$ cat src/rtl/stream_select.sv
// stream_select: registered N-channel pixel-stream selector with SOF-aligned switching.
// Define STREAM_SELECT_TEST_PATTERN_EN to add a pattern generator as virtual channel CH_NUM.
module stream_select #(
  parameter int DATA_W       = 16,
  parameter int CH_NUM       = 4,
  parameter int SEL_W        = 3,
  parameter int TP_FRAME_LEN = 1024
) (
  input  logic                     clk,
  input  logic                     rst_n,
  input  logic [CH_NUM*DATA_W-1:0] data_in,
  input  logic [CH_NUM-1:0]        valid_in,
  input  logic [CH_NUM-1:0]        sof_in,
  input  logic [SEL_W-1:0]         data_select,
  output logic [DATA_W-1:0]        data_out,
  output logic                     valid_out,
  output logic                     sof_out,
  output logic [SEL_W-1:0]         sel_act,
  output logic                     frame_abort,
  output logic [15:0]              frame_cnt
);

`ifdef STREAM_SELECT_TEST_PATTERN_EN
  localparam int NCH = CH_NUM + 1;
`else
  localparam int NCH = CH_NUM;
`endif

  typedef enum logic [1:0] {
    IDLE,
    PASS,
    WAIT_SOF
  } state_t;

  logic [DATA_W-1:0] ch_data [NCH];
  logic [NCH-1:0]    ch_valid;
  logic [NCH-1:0]    ch_sof;

  for (genvar k = 0; k < CH_NUM; k++) begin : g_ch
    assign ch_data[k] = data_in[k*DATA_W +: DATA_W];
  end

`ifdef STREAM_SELECT_TEST_PATTERN_EN
  logic [DATA_W-1:0] tp_data_q;

  // Free-running pattern: beat index within its frame doubles as pixel data.
  always_ff @(posedge clk or negedge rst_n) begin
    if (!rst_n) begin
      tp_data_q <= '0;
    end else if (tp_data_q == DATA_W'(TP_FRAME_LEN - 1)) begin
      tp_data_q <= '0;
    end else begin
      tp_data_q <= tp_data_q + 1'b1;
    end
  end

  assign ch_data[CH_NUM]       = tp_data_q;
  assign ch_valid              = {1'b1, valid_in};
  assign ch_sof                = {tp_data_q == '0, sof_in};
`else
  assign ch_valid = valid_in;
  assign ch_sof   = sof_in;
`endif

  logic [DATA_W-1:0] s_data;
  logic              s_valid;
  logic              s_sof;
  logic              s_hit;

  // Out-of-range selects match no channel and so never produce a hit.
  always_comb begin
    s_data  = '0;
    s_valid = 1'b0;
    s_sof   = 1'b0;
    for (int k = 0; k < NCH; k++) begin
      if (data_select == SEL_W'(k)) begin
        s_data  = ch_data[k];
        s_valid = ch_valid[k];
        s_sof   = ch_sof[k];
      end
    end
  end

  assign s_hit = s_valid & s_sof;

  state_t            state_q;
  logic              in_frame_q;
  logic [DATA_W-1:0] data_q;
  logic              valid_q;
  logic              sof_q;
  logic [SEL_W-1:0]  sel_q;
  logic              abort_q;
  logic [15:0]       cnt_q;

  always_ff @(posedge clk or negedge rst_n) begin
    if (!rst_n) begin
      state_q    <= IDLE;
      in_frame_q <= 1'b0;
      data_q     <= '0;
      valid_q    <= 1'b0;
      sof_q      <= 1'b0;
      sel_q      <= '0;
      abort_q    <= 1'b0;
      cnt_q      <= '0;
    end else begin
      abort_q <= 1'b0;
      unique case (state_q)
        PASS: begin
          if (data_select == sel_q) begin
            valid_q <= s_valid;
            sof_q   <= s_hit;
            if (s_valid) data_q <= s_data;
            if (s_hit) begin
              cnt_q      <= cnt_q + 16'd1;
              in_frame_q <= 1'b1;
            end
          end else begin
            abort_q <= in_frame_q;
            if (s_hit) begin
              sel_q      <= data_select;
              data_q     <= s_data;
              valid_q    <= 1'b1;
              sof_q      <= 1'b1;
              cnt_q      <= cnt_q + 16'd1;
              in_frame_q <= 1'b1;
            end else begin
              state_q    <= WAIT_SOF;
              valid_q    <= 1'b0;
              sof_q      <= 1'b0;
              in_frame_q <= 1'b0;
            end
          end
        end
        default: begin
          valid_q <= 1'b0;
          sof_q   <= 1'b0;
          if (s_hit) begin
            state_q    <= PASS;
            sel_q      <= data_select;
            data_q     <= s_data;
            valid_q    <= 1'b1;
            sof_q      <= 1'b1;
            cnt_q      <= cnt_q + 16'd1;
            in_frame_q <= 1'b1;
          end
        end
      endcase
    end
  end

  assign data_out    = data_q;
  assign valid_out   = valid_q;
  assign sof_out     = sof_q;
  assign sel_act     = sel_q;
  assign frame_abort = abort_q;
  assign frame_cnt   = cnt_q;

endmodule

$ cat config.mk
export PLATFORM = sky130hd
export DESIGN_NAME = stream_select
export DESIGN_NICKNAME = d
export VERILOG_FILES = /design/src/rtl/stream_select.sv
export SDC_FILE = /design/constraint.sdc
export NUM_CORES = 1
export LEC_CHECK = 0
export BUFFER_PORTS_ARGS = -buffer_cell sky130_fd_sc_hd__buf_2
export CAP_MARGIN = 0
export CORE_MARGIN = 10
export CORE_UTILIZATION = 48
export DETAILED_ROUTE_END_ITERATION = 10
export PLACE_DENSITY_LB_ADDON = 0.08
export SYNTH_ARGS = -nofsm -noshare
export SYNTH_HDL_FRONTEND = slang
export SYNTH_SLANG_ARGS = --single-unit
$ cat constraint.sdc
create_clock -name clk -period 4.7 [get_ports clk]
set_input_delay 0.94 -clock clk [delete_from_list [all_inputs] [get_ports clk]]
set_output_delay 0.94 -clock clk [all_outputs]
set_load 0.05 [all_outputs]
==> results.txt, run 1 <==
----------------------------------------------------
[Outcome]
  Result of the run ... finished clean

[Finish]
  End-of-flow core utilization ... 0.661
  Commonest cells after routing, fill and taps aside ... 114 x sky130_fd_sc_hd__buf_2, 41 x sky130_fd_sc_hd__dfrtp_1, 17 x sky130_fd_sc_hd__mux4_2, 17 x sky130_fd_sc_hd__xnor2_1, 13 x sky130_fd_sc_hd__mux2_1
  Area of combinational cells with multiple inputs ... around 1000 sq um
  Post-layout instance area ... 2840 sq um
  Number of nets in the finished design ... 342
  Sequential cell area ... 1030 sq um
  Diodes inserted ... 0
  Most common cell after layout, fill and taps aside ... sky130_fd_sc_hd__buf_2
  Layout cells sized above 1 ... 0.558
  Syn-to-layout area delta ... 34.5%
  # fillers ... roughly 360

[Timing]
  Hold Fails Final Rpt ... 0
  Highest clock rate ... 0.339 GHz
  Fin crit period ... ~3.0 ns
  Max Slew Vio Count ... 0
  Relative max-transition margin ... 0.411
  TNS Setup ... 0 ns
  Slew of the pin with the lowest slew margin ... about 0.9 ns
  Worst Hold Margin ... 0.473 ns
  Setup Skew ... between 0.008 and 0.009 ns
  Final period utilization ... 0.628
  Setup violations, final ... 0
  RSZ-0062 raised after global routing ... no

[CTS]
  Hold-fix buffers, CTS ... 0
  Number of buffers inserted during clock tree synthesis ... 5
  # resized after CTS ... 0
  Number of levels the H-tree was split into ... 2
  TritonCTS clock tree ... done
  Clock Tree Root ... sky130_fd_sc_hd__clkbuf_8
  Clock sink count ... between 40 and 50
  Clock slew at reported path FFs ... approximately 0.080 ns
  Buffer depth of the longest clock path ... 2
  Clock insertion delay at the later pin of the skew report ... 0.29 ns
  Number of buffers inserted to repair setup after CTS ... 0

[GRT]
  Maximum number of pins on one net before global-route repair ... between 40 and 50
  GRT Util Overall ... 0.146
  First-pass GRT wire length ... just under 9000 um
  Initial antenna violation count ... 0
  Grt ovf ... 0
  Vias in the first global route ... 1765

[Yosys]
  Number of register bits inferred by synthesis ... ~40
  Synthesized area per cell ... ~14 sq um
  Simple-gate share of the synthesized area ... 0.0954
  Area of the mapped netlist ... around 2100 sq um
  Count of yosys warnings during synthesis ... 0
  Portion of the post-synthesis area used by sequential elements ... 0.486
  Compound-Gate Fraction of Synth Area ... 0.0302
  Share of synthesized cell area in full adder, half adder and majority cells ... 0.00592
  Dominant combinational cell family by area after synthesis ... multiplexers
  Post-synthesis cell count ... about 150
  Fraction of synthesized cell area in xor and xnor cells ... 0.0746
  Number of distinct standard cells referenced by the synthesized netlist ... 29
  Mux contribution to synthesized area ... 0.287
  Net count after synthesis ... 227

[Place]
  Port Buf Inserts ... roughly 110
  Final Wtd Congestion ... between 0.7 and 0.8
  HPWL reported at the end of detailed placement ... approximately 4300 um
  Post-DP Area ... about 2700 sq um

[Drt]
  Via-to-Cell Ratio ... 5.18
  Final ANT Viol Nets ... 0
  Length of the first detailed-routing pass in iterations ... 4
  Routed wire length ... approximately 5400 um
  Routed wirelength normalized by instance count ... approximately 17 um
  Count of routing violations after the opening detailed-route iteration ... between 60 and 70
  DRC ... 0
  Detailed-route via count ... ~1600

[Floorplan]
  Initial cell density of the core ... 0.492
  Core area ... roughly 4300 sq um
  Total I/O pin count ... approximately 120
  Die extent in y ... around 86 um
  Row count ... 24
  Die width ... approximately 86 um
  Die Area ... between 7000 and 8000 sq um

[Critical path]
  Setup Crit Path Kind ... input port to flip-flop
  Biggest cell delay along the critical path ... 0.58 ns
  Maximum fanout along the worst path ... 22
  Dominant delay contributor by cell family on the critical path ... multiplexers
  Endpoint kind of the worst setup timing path ... flip-flop
  Req. time, crit path ... 4.88 ns
  Cell-by-cell listing of the critical path ... buf_2 > mux4_2 > nand2b_1 > a211oi_2 > a21oi_4 > mux2_2
  Worst path arrival time ... about 3.1 ns
  Nature of the critical path startpoint ... input port
  Slowest stage cell on the critical path ... sky130_fd_sc_hd__mux4_2
  Buffer and inverter count on the worst path ... 1

[Power]
  Leakage ... between 1 and 1.5 nW
  Ratio of total power to cell area ... 481 nW/um^2
  IR drop worst, VDD ... about 0.27 mV

[Worst hold path]
  Worst hold-check path type ... flip-flop to flip-flop

[Flow run]
  Maxcap violations ... 0

----------------------------------------------------
-- state kept, by name (all words and copies together) (netlist names) --
register and flops:
data_out 16, frame_abort 1, sel_act 3, in_frame_q 1, valid_out 1, state_q 2
sof_out 1, frame_cnt 16
-- worst register-to-register path: stages, from the launching register on --
cell                       delay, ns
sky130_fd_sc_hd__dfrtp_1        0.41
sky130_fd_sc_hd__xnor2_1        0.15
sky130_fd_sc_hd__nand4_1        0.19
sky130_fd_sc_hd__nand2b_1       0.11
sky130_fd_sc_hd__a21oi_4        0.50
sky130_fd_sc_hd__mux2_2         0.40
-- metrics by stage --
step,std cells,total power [mW],setup WS [ns]
after floorplan,149,0.926,2.23
after global placement,309,1.08,1.43
after detailed placement,309,1.09,1.37
after CTS,317,1.38,1.70
after global routing,317,1.44,1.54
final,317,1.36,1.75
-- synthesized netlist by cell type --
cell                        n  area (sq um)
sky130_fd_sc_hd__nor2b_1    1          6.26
sky130_fd_sc_hd__nand3_1    7          35.0
sky130_fd_sc_hd__nand2_1    7          26.3
sky130_fd_sc_hd__clkbuf_1   1          3.75
sky130_fd_sc_hd__a21oi_4    1          16.3
sky130_fd_sc_hd__a21o_1     2          15.0
sky130_fd_sc_hd__nand3b_1   1          7.51
sky130_fd_sc_hd__and4_1     1          8.76
sky130_fd_sc_hd__mux4_2    17           383
sky130_fd_sc_hd__nand4_1    8          50.1
sky130_fd_sc_hd__o21a_1     1          7.51
sky130_fd_sc_hd__mux2_1    13           146
sky130_fd_sc_hd__a211oi_2   1          12.5
sky130_fd_sc_hd__xnor2_1   17           149
sky130_fd_sc_hd__mux2_2     6          67.6
sky130_fd_sc_hd__and4b_1    1          10.0
sky130_fd_sc_hd__nand2b_1   2          12.5
sky130_fd_sc_hd__a21oi_1    1          5.00
sky130_fd_sc_hd__xor2_1     1          8.76
sky130_fd_sc_hd__o31ai_1    1          7.51
sky130_fd_sc_hd__and3_1     5          31.3
sky130_fd_sc_hd__ha_1       1          12.5
sky130_fd_sc_hd__nor2_1     2          7.51
sky130_fd_sc_hd__and2_1     1          6.26
sky130_fd_sc_hd__buf_4      1          7.51
sky130_fd_sc_hd__dfrtp_1   41          1030
sky130_fd_sc_hd__buf_2      5          25.0
sky130_fd_sc_hd__inv_1      2          7.51
sky130_fd_sc_hd__mux2i_1    1          10.0
-- worst paths after layout --
path	cells after the start	endpoint	startpoint	slack [ns]
max reg2reg	5	data_out[8]	sel_act[0]	2.83
min	1	state_q[0]	state_q[0]	0.47
min in group asynchronous	1	frame_cnt[8]	rst_n	0.76
min reg2reg	1	state_q[0]	state_q[0]	0.47
max in group asynchronous	1	data_out[2]	rst_n	3.38
max	6	data_out[8]	data_select[0]	1.75
-- kinds of logic after synthesis --
kind of cell / after synthesis
DFF: 41
muxes: 37
and+or+nand+nor: 36
xor gates and xnor gates: 18
buffers and inverters: 9
AOI/OAI and AO/OA: 7
adders and majority gates: 1
-- cell type report --
cell class / instances / share of cell area
timing repair buffer: 115 / 0.204
clock buffer: 7 / 0.0304
inverter: 2 / 0.00264
tap: 52 / 0.0229
sequential: 41 / 0.361
clock inverter: 1 / 0.0106
multi-input combinational: 99 / 0.369
-- report_power, final --
part | total (mW) | switching (mW) | internal (mW)
logic | 0.569 | 0.400 | 0.169
clock network | 0.289 | 0.116 | 0.173
registers | 0.506 | 0.0613 | 0.445
total | 1.36 | 0.578 | 0.787
-- layer usage --
layer  vias up  part of all wire  GRT usage
met5         -                 0          0
met3         5              0.12     0.0816
li1        795                 -          -
met4         0            0.0078     0.0398
met1       769              0.40      0.169
met2        72              0.47      0.228
No activity file was read; power rests on OpenSTA's default activity.
==> run 2: changes to the inputs <==
--- a/config.mk
+++ b/config.mk
@@ -8,7 +8,7 @@
 export BUFFER_PORTS_ARGS = -buffer_cell sky130_fd_sc_hd__buf_2
 export CAP_MARGIN = 0
 export CORE_MARGIN = 10
-export CORE_UTILIZATION = 48
+export CORE_UTILIZATION = 40
 export DETAILED_ROUTE_END_ITERATION = 10
 export PLACE_DENSITY_LB_ADDON = 0.08
 export SYNTH_ARGS = -nofsm -noshare
==> constraint.sdc (replaced) <==
create_clock -name clk -period 2.41 [get_ports clk]
set_input_delay 0.482 -clock clk [delete_from_list [all_inputs] [get_ports clk]]
set_output_delay 0.482 -clock clk [all_outputs]
set_load 0.05 [all_outputs]
==> results.txt, run 2 (synthesized netlist as in run 1, its figures left out) <==
----------------------------------------------------
[CTS]
  Clock slew at reported path FFs ... 0.07 ns (was 0.08 ns)
  Number of buffers inserted during clock tree synthesis ... 5 (unchanged)
  Hold-fix buffers, CTS ... 0 (unchanged)
  Clock insertion delay at the later pin of the skew report ... 0.28 ns (was 0.29 ns)
  Number of buffers inserted to repair setup after CTS ... 0 (unchanged)
  # resized after CTS ... 0 (unchanged)
  Buffer depth of the longest clock path ... 2 (unchanged)
  Number of levels the H-tree was split into ... 2 (unchanged)
  TritonCTS clock tree ... done (unchanged)
  Clock sink count ... 41 (unchanged)
  Clock Tree Root ... sky130_fd_sc_hd__clkbuf_8 (unchanged)

[Floorplan]
  Row count ... 26 (was 24)
  Die Area ... 8590 sq um (was 7450 sq um)
  Total I/O pin count ... 115 (unchanged)
  Core area ... 5110 sq um (was 4290 sq um)
  Initial cell density of the core ... 0.414 (was 0.492)
  Die width ... 92.7 um (was 86.3 um)
  Die extent in y ... 92.7 um (was 86.3 um)

[Finish]
  Sequential cell area ... 1030 sq um (unchanged)
  Commonest cells after routing, fill and taps aside ... 114 x sky130_fd_sc_hd__buf_2, 41 x sky130_fd_sc_hd__dfrtp_1, 17 x sky130_fd_sc_hd__mux4_2, 17 x sky130_fd_sc_hd__xnor2_1, 13 x sky130_fd_sc_hd__mux2_1 (unchanged)
  Syn-to-layout area delta ... 37.3% (was 34.5%)
  Diodes inserted ... 0 (unchanged)
  Area of combinational cells with multiple inputs ... 1050 sq um (unchanged)
  Number of nets in the finished design ... 347 (was 342)
  # fillers ... 475 (was 362)
  Most common cell after layout, fill and taps aside ... sky130_fd_sc_hd__buf_2 (unchanged)
  Layout cells sized above 1 ... 0.567 (was 0.558)
  End-of-flow core utilization ... 0.568 (was 0.661)

[Flow run]
  Maxcap violations ... 0 (unchanged)

[GRT]
  Maximum number of pins on one net before global-route repair ... 25 (was 42)
  First-pass GRT wire length ... 9460 um (was 8740 um)
  Initial antenna violation count ... 0 (unchanged)
  GRT Util Overall ... 0.137 (was 0.146)
  Grt ovf ... 0 (unchanged)
  Vias in the first global route ... 1884 (was 1765)

[Timing]
  Setup violations, final ... 0 (unchanged)
  Highest clock rate ... between 0.4 and 0.5 GHz
  Max Slew Vio Count ... 0 (unchanged)
  TNS Setup ... 0 ns (unchanged)
  RSZ-0062 raised after global routing ... no (unchanged)
  Fin crit period ... about 2.0 ns
  Slew of the pin with the lowest slew margin ... 0.559 ns (was 0.884 ns)
  Final period utilization ... 0.832
  Hold Fails Final Rpt ... 0 (unchanged)
  Relative max-transition margin ... 0.627 (was 0.411)
  Setup Skew ... 0.00536 ns (was 0.00873 ns)

[Critical path]
  Endpoint kind of the worst setup timing path ... flip-flop (unchanged)
  Reg2Reg Setup Slack ... 0.57 ns (was 2.83 ns)
  Worst path arrival time ... 2.18 ns (was 3.14 ns)
  Req. time, crit path ... 2.58 ns (was 4.88 ns)
  Maximum fanout along the worst path ... 17 (was 22)
  Nature of the critical path startpoint ... input port (unchanged)
  Setup Crit Path Kind ... input port to flip-flop (unchanged)

[Power]
  Total internal power ... 1.54 mW (was 0.787 mW)
  Leakage ... 1.45 nW (was 1.42 nW)
  Flop pwr share ... 0.370 (was 0.371)
  Net switching power figure ... 1.13 mW (was 0.578 mW)
  Gate power share ... 0.421 (was 0.417)
  Clk pwr share ... 0.209 (was 0.212)
  Ratio of total power to cell area ... 920 nW/um^2 (was 481 nW/um^2)
  Overall power ... 2.67 mW (was 1.36 mW)
  IR drop worst, VDD ... 0.468 mV (was 0.266 mV)
  Share of total power consumed by net switching ... 0.423 (about the same)

[Place]
  Port Buf Inserts ... 114 (unchanged)
  Final Wtd Congestion ... 0.738 (was 0.722)
  HPWL reported at the end of detailed placement ... 4780 um (was 4340 um)

[Worst hold path]
  Worst hold-check path type ... input port to async pin (was flip-flop to flip-flop)

[Drt]
  DRC ... 0 (unchanged)
  Length of the first detailed-routing pass in iterations ... 4 (unchanged)
  Routed wirelength normalized by instance count ... 16.8 um (was 17.0 um)
  Detailed-route via count ... 1698 (was 1641)
  Count of routing violations after the opening detailed-route iteration ... 47 (was 63)
  Final ANT Viol Nets ... 0 (unchanged)
  Routed wire length ... 5710 um (was 5380 um)
  Via-to-Cell Ratio ... 4.99 (was 5.18)

[Outcome]
  Result of the run ... finished clean (unchanged)

----------------------------------------------------
-- run 2: final cells by class --
cell class | count | share of cell area
multi-input combinational | 99 | 0.361
sequential | 41 | 0.354
timing repair buffer | 120 | 0.212
tap | 70 | 0.0302
clock buffer | 7 | 0.0298
clock inverter | 1 | 0.0104
inverter | 2 | 0.00259
-- run 2: final timing paths --
| check | startpoint | end | cells after the start |
|---|---|---|---|
| setup / recovery | data_select[0] | data_out[6] | 6 |
| hold / removal | rst_n | frame_cnt[3] | 1 |
| setup reg to reg | sel_act[0] | data_out[6] | 5 |
| hold reg to reg | frame_cnt[15] | frame_cnt[15] | 1 |
| max in group asynchronous | rst_n | data_out[0] | 2 |
| min in group clk | frame_cnt[15] | frame_cnt[15] | 1 |
-- run 2: critical path, cell delays in order --
cell                       delay, ns
sky130_fd_sc_hd__buf_2          0.11
sky130_fd_sc_hd__mux4_2         0.49
sky130_fd_sc_hd__nand2b_1       0.14
sky130_fd_sc_hd__a211oi_2       0.10
sky130_fd_sc_hd__a21oi_4        0.46
sky130_fd_sc_hd__mux2_2         0.40
-- run 2: through the flow --
stage          instances  setup slack, ns  hold slack, ns  cell area [sq um]
2_1_floorplan        149            0.403           0.186               2110
4_1_cts              340            0.402           0.115               2900
5_1_grt              340            0.305           0.127               2900
6_report             340            0.404           0.111               2900
3_5_place_dp         332           0.0893           0.437               2780
3_3_place_gp         332            0.127           0.434               2780
-- run 2: power groups by stage --
stage | combinational (mW) | clock, mW | sequential, mW
after floorplan | 0.262 | 0 | 1.54
after global placement | 1.13 | 0 | 1.00
after detailed placement | 1.14 | 0 | 1.00
after CTS | 1.14 | 0.580 | 0.990
after global routing | 1.20 | 0.619 | 1.02
final | 1.12 | 0.558 | 0.987
-- run 2: layer usage --
| layer | routed length, um | track usage | vias up | share of wire |
|---|---|---|---|---|
| met4 | 42 | 0.0308 | 0 | 0.0074 |
| met1 | 2190 | 0.158 | 827 | 0.38 |
| met3 | 612 | 0.0710 | 5 | 0.11 |
| li1 | - | - | 797 | - |
| met2 | 2870 | 0.222 | 69 | 0.50 |
| met5 | 0 | 0 | - | 0 |
==> run 3: changes to the inputs <==
--- a/config.mk
+++ b/config.mk
@@ -5,10 +5,11 @@
 export SDC_FILE = /design/constraint.sdc
 export NUM_CORES = 1
 export LEC_CHECK = 0
+export ABC_AREA = 1
 export BUFFER_PORTS_ARGS = -buffer_cell sky130_fd_sc_hd__buf_2
 export CAP_MARGIN = 0
 export CORE_MARGIN = 10
-export CORE_UTILIZATION = 40
+export CORE_UTILIZATION = 43
 export DETAILED_ROUTE_END_ITERATION = 10
 export PLACE_DENSITY_LB_ADDON = 0.08
 export SYNTH_ARGS = -nofsm -noshare
==> constraint.sdc (replaced) <==
create_clock -name clk -period 1.7 [get_ports clk]
set_input_delay 0.34 -clock clk [delete_from_list [all_inputs] [get_ports clk]]
set_output_delay 0.34 -clock clk [all_outputs]
set_load 0.05 [all_outputs]
==> results.txt, run 3 <==
----------------------------------------------------
[Timing]
  Max Slew Vio Count ... 0 (unchanged)
  Setup violations, final ... 0 (unchanged)
  Setup Skew ... 0.00867 ns (was 0.00536 ns)
  Hold Fails Final Rpt ... 0 (unchanged)
  Slew of the pin with the lowest slew margin ... 0.614 ns (was 0.559 ns)
  Highest clock rate ... between 0.6 and 0.7 GHz
  TNS Setup ... 0 ns (unchanged)
  Final period utilization ... 0.879
  RSZ-0062 raised after global routing ... no (unchanged)
  Fin crit period ... approximately 1.5 ns
  Relative max-transition margin ... 0.591 (was 0.627)

[Drt]
  Final ANT Viol Nets ... 0 (unchanged)
  Routed wirelength normalized by instance count ... 14.4 um (was 16.8 um)
  Detailed-route via count ... 2655 (was 1698)
  DRC ... 0 (unchanged)
  Routed wire length ... 7660 um (was 5710 um)
  Length of the first detailed-routing pass in iterations ... 4 (unchanged)
  Via-to-Cell Ratio ... 5.00 (was 4.99)
  Count of routing violations after the opening detailed-route iteration ... 96 (was 47)

[GRT]
  Grt ovf ... 0 (unchanged)
  Initial antenna violation count ... 0 (unchanged)
  Vias in the first global route ... 2804 (was 1884)
  GRT Util Overall ... 0.161 (was 0.137)
  First-pass GRT wire length ... 13100 um (was 9460 um)
  Maximum number of pins on one net before global-route repair ... 29 (was 25)

[CTS]
  Clock Tree Root ... sky130_fd_sc_hd__clkbuf_8 (unchanged)
  Number of levels the H-tree was split into ... 2 (unchanged)
  Number of buffers inserted during clock tree synthesis ... 5 (unchanged)
  TritonCTS clock tree ... done (unchanged)
  Clock insertion delay at the later pin of the skew report ... 0.29 ns (was 0.28 ns)
  Clock slew at reported path FFs ... 0.08 ns (was 0.07 ns)
  Clock sink count ... 41 (unchanged)
  Hold-fix buffers, CTS ... 0 (unchanged)
  Buffer depth of the longest clock path ... 2 (unchanged)

[Yosys]
  Net count after synthesis ... 414 (was 227)
  Post-synthesis cell count ... 336 (was 149)
  Number of distinct standard cells referenced by the synthesized netlist ... 29 (unchanged)
  Simple-gate share of the synthesized area ... 0.437 (was 0.0954)
  Fraction of synthesized cell area taken by the top area cell type ... 0.406 (was 0.486)
  Largest area contributor in the synthesized netlist ... sky130_fd_sc_hd__dfrtp_1 (unchanged)
  Count of yosys warnings during synthesis ... 0 (unchanged)
  Synthesized area per cell ... 7.53 sq um (was 14.2 sq um)
  Share of synthesized cell area in full adder, half adder and majority cells ... 0.00495 (was 0.00592)
  Portion of the post-synthesis area used by sequential elements ... 0.406 (was 0.486)
  Fraction of synthesized cell area in xor and xnor cells ... 0.0415 (was 0.0746)
  Area of the mapped netlist ... 2530 sq um (was 2110 sq um)
  Commonest cells post-synth ... 130 x sky130_fd_sc_hd__nand2_1, 43 x sky130_fd_sc_hd__nand3_1, 41 x sky130_fd_sc_hd__dfrtp_1 (was 41 x sky130_fd_sc_hd__dfrtp_1, 17 x sky130_fd_sc_hd__mux4_2, 17 x sky130_fd_sc_hd__xnor2_1)
  EDFF count, synth ... 0 (unchanged)
  Proportion of register bits with asynchronous set or reset after synthesis ... 1.00 (unchanged)
  Dominant combinational cell family by area after synthesis ... simple AND/OR/NAND/NOR gates (was multiplexers)
  Number of register bits inferred by synthesis ... 41 (unchanged)
  Mux contribution to synthesized area ... 0 (was 0.287)
  Dominant cells by area after synthesis ... sky130_fd_sc_hd__dfrtp_1 41%, sky130_fd_sc_hd__nand2_1 19%, sky130_fd_sc_hd__nand3_1 8.5% (was sky130_fd_sc_hd__dfrtp_1 49%, sky130_fd_sc_hd__mux4_2 18%, sky130_fd_sc_hd__xnor2_1 7.0%)
  Most common cell in the synthesized netlist ... sky130_fd_sc_hd__nand2_1 (was sky130_fd_sc_hd__dfrtp_1)
  Leading register cell type out of synthesis ... sky130_fd_sc_hd__dfrtp_1 (unchanged)
  Compound-Gate Fraction of Synth Area ... 0.0317 (was 0.0302)

[Power]
  Gate power share ... 0.450 (was 0.421)
  Flop pwr share ... 0.355 (was 0.370)
  Total internal power ... 2.22 mW (was 1.54 mW)
  Ratio of total power to cell area ... 1230 nW/um^2 (was 920 nW/um^2)
  IR drop worst, VDD ... 0.827 mV (was 0.468 mV)
  Clk pwr share ... 0.194 (was 0.209)
  Overall power ... 4.12 mW (was 2.67 mW)
  Net switching power figure ... 1.90 mW (was 1.13 mW)
  Leakage ... 1.80 nW (was 1.45 nW)
  Share of total power consumed by net switching ... 0.461 (was 0.423)

[Floorplan]
  Core area ... 5610 sq um (was 5110 sq um)
  Total I/O pin count ... 115 (unchanged)
  Die width ... 96.7 um (was 92.7 um)
  Row count ... 27 (was 26)
  Die extent in y ... 96.7 um (was 92.7 um)
  Initial cell density of the core ... 0.451 (was 0.414)
  Die Area ... 9350 sq um (was 8590 sq um)

[Finish]
  Syn-to-layout area delta ... 32.2% (was 37.3%)
  Layout cells sized above 1 ... 0.349 (was 0.567)
  Number of nets in the finished design ... 536 (was 347)
  Diodes inserted ... 0 (unchanged)
  Most common cell after layout, fill and taps aside ... sky130_fd_sc_hd__nand2_1 (was sky130_fd_sc_hd__buf_2)
  Commonest cells after routing, fill and taps aside ... 130 x sky130_fd_sc_hd__nand2_1, 114 x sky130_fd_sc_hd__buf_2, 43 x sky130_fd_sc_hd__nand3_1, 39 x sky130_fd_sc_hd__dfrtp_1, 21 x sky130_fd_sc_hd__nand4_1 (was 114 x sky130_fd_sc_hd__buf_2, 41 x sky130_fd_sc_hd__dfrtp_1, 17 x sky130_fd_sc_hd__mux4_2, 17 x sky130_fd_sc_hd__xnor2_1, 13 x sky130_fd_sc_hd__mux2_1)

[Critical path]
  Worst path arrival time ... 1.68 ns (was 2.18 ns)
  Nature of the critical path startpoint ... flip-flop (was input port)
  Slowest stage cell on the critical path ... sky130_fd_sc_hd__dfrtp_2 (was sky130_fd_sc_hd__mux4_2)
  Biggest cell delay along the critical path ... 0.40 ns (was 0.49 ns)
  Req. time, crit path ... 1.89 ns (was 2.58 ns)
  Maximum fanout along the worst path ... 4 (was 17)
  Cell-by-cell listing of the critical path ... ha_1 > nand3_1 > nor3_2 > nand3_1 > nand2_1 > inv_1 > o21ai_1 > nand2_1 (was buf_2 > mux4_2 > nand2b_1 > a211oi_2 > a21oi_4 > mux2_2)
  Dominant delay contributor by cell family on the critical path ... simple AND/OR/NAND/NOR gates (was multiplexers)
  Endpoint kind of the worst setup timing path ... flip-flop (unchanged)
  Buffer and inverter count on the worst path ... 1 (unchanged)
  Setup Crit Path Kind ... flip-flop to flip-flop (was input port to flip-flop)

[Worst hold path]
  Worst hold-check path type ... input port to async pin (unchanged)

[Place]
  HPWL reported at the end of detailed placement ... 6300 um (was 4780 um)
  Port Buf Inserts ... 114 (unchanged)
  Final Wtd Congestion ... 0.796 (was 0.738)

[Outcome]
  Result of the run ... finished clean (unchanged)

[Flow run]
  Maxcap violations ... 0 (unchanged)

----------------------------------------------------
-- run 3: cell count changes in the layout (fill, tap and decap cells not counted), moves of 11 or more --
cell	before	now
sky130_fd_sc_hd__nand2_1	7	130
sky130_fd_sc_hd__nand3_1	7	43
sky130_fd_sc_hd__xnor2_1	17	6
sky130_fd_sc_hd__mux4_2	17	0
sky130_fd_sc_hd__mux2_1	13	0
sky130_fd_sc_hd__nand4_1	8	21
sky130_fd_sc_hd__inv_1	2	18
-- run 3: metrics by stage --
step | instances | utilization | worst slack (ns) | area, sq um | hold WS, ns
after floorplan | 336 | - | 0.0343 | 2530 | 0.0444
after global placement | 523 | 0.575 | 0.119 | 3220 | 0.389
after detailed placement | 523 | 0.575 | 0.0948 | 3220 | 0.394
after CTS | 531 | 0.596 | 0.105 | 3340 | 0.0695
after global routing | 531 | 0.597 | 0.0379 | 3350 | 0.0904
final | 531 | 0.597 | 0.206 | 3350 | 0.0537
-- run 3: final timing paths --
kind / from / end / slack, ns / cells past startpoint
min reg2reg: in_frame_q / frame_abort / 0.50 / 2
min in group clk: data_in[9] / data_out[9] / 0.35 / 5
max reg2reg: frame_cnt[0] / frame_cnt[10] / 0.21 / 8
max in group asynchronous: rst_n / data_out[3] / 1.09 / 2
max: frame_cnt[0] / frame_cnt[10] / 0.21 / 8
min: rst_n / frame_cnt[8] / 0.05 / 1
-- run 3: final cells by class --
cell class                 count  area (sq um)
clock buffer                   7          86.3
clock inverter                 1          30.0
fill                         541          2260
inverter                      21          78.8
multi-input combinational    258          1310
sequential                    41          1030
tap                           72          90.1
timing repair buffer         131           723
-- run 3: routing by layer --
layer	vias up	global-route usage	share of wire
met3	8	0.0625	0.099
li1	1343	-	-
met2	106	0.254	0.45
met5	-	0	0
met4	0	0.0519	0.013
met1	1198	0.196	0.44
-- run 3: cells by family after synthesis --
| group | count (synthesis) |
|---|---|
| AOI/OAI and AO/OA | 16 |
| DFF | 41 |
| buffers and inverters | 37 |
| and+or+nand+nor | 229 |
| adders and majority gates | 1 |
| xor gates and xnor gates | 12 |
-- run 3: power groups by stage --
stage          sequential [mW]  combinational (mW)  clock, mW
5_1_grt                   1.51                2.00      0.868
4_1_cts                   1.46                1.88      0.829
3_3_place_gp              1.48                1.86          0
3_5_place_dp              1.48                1.87          0
2_1_floorplan             2.28               0.514          0
6_report                  1.46                1.85      0.800
-- run 3: repair_timing --
action | 4_1_cts | 5_1_grt
setup buffers | 0 | 0
resized for setup | 0 | 1
setup endpoints to repair | 0 | 1
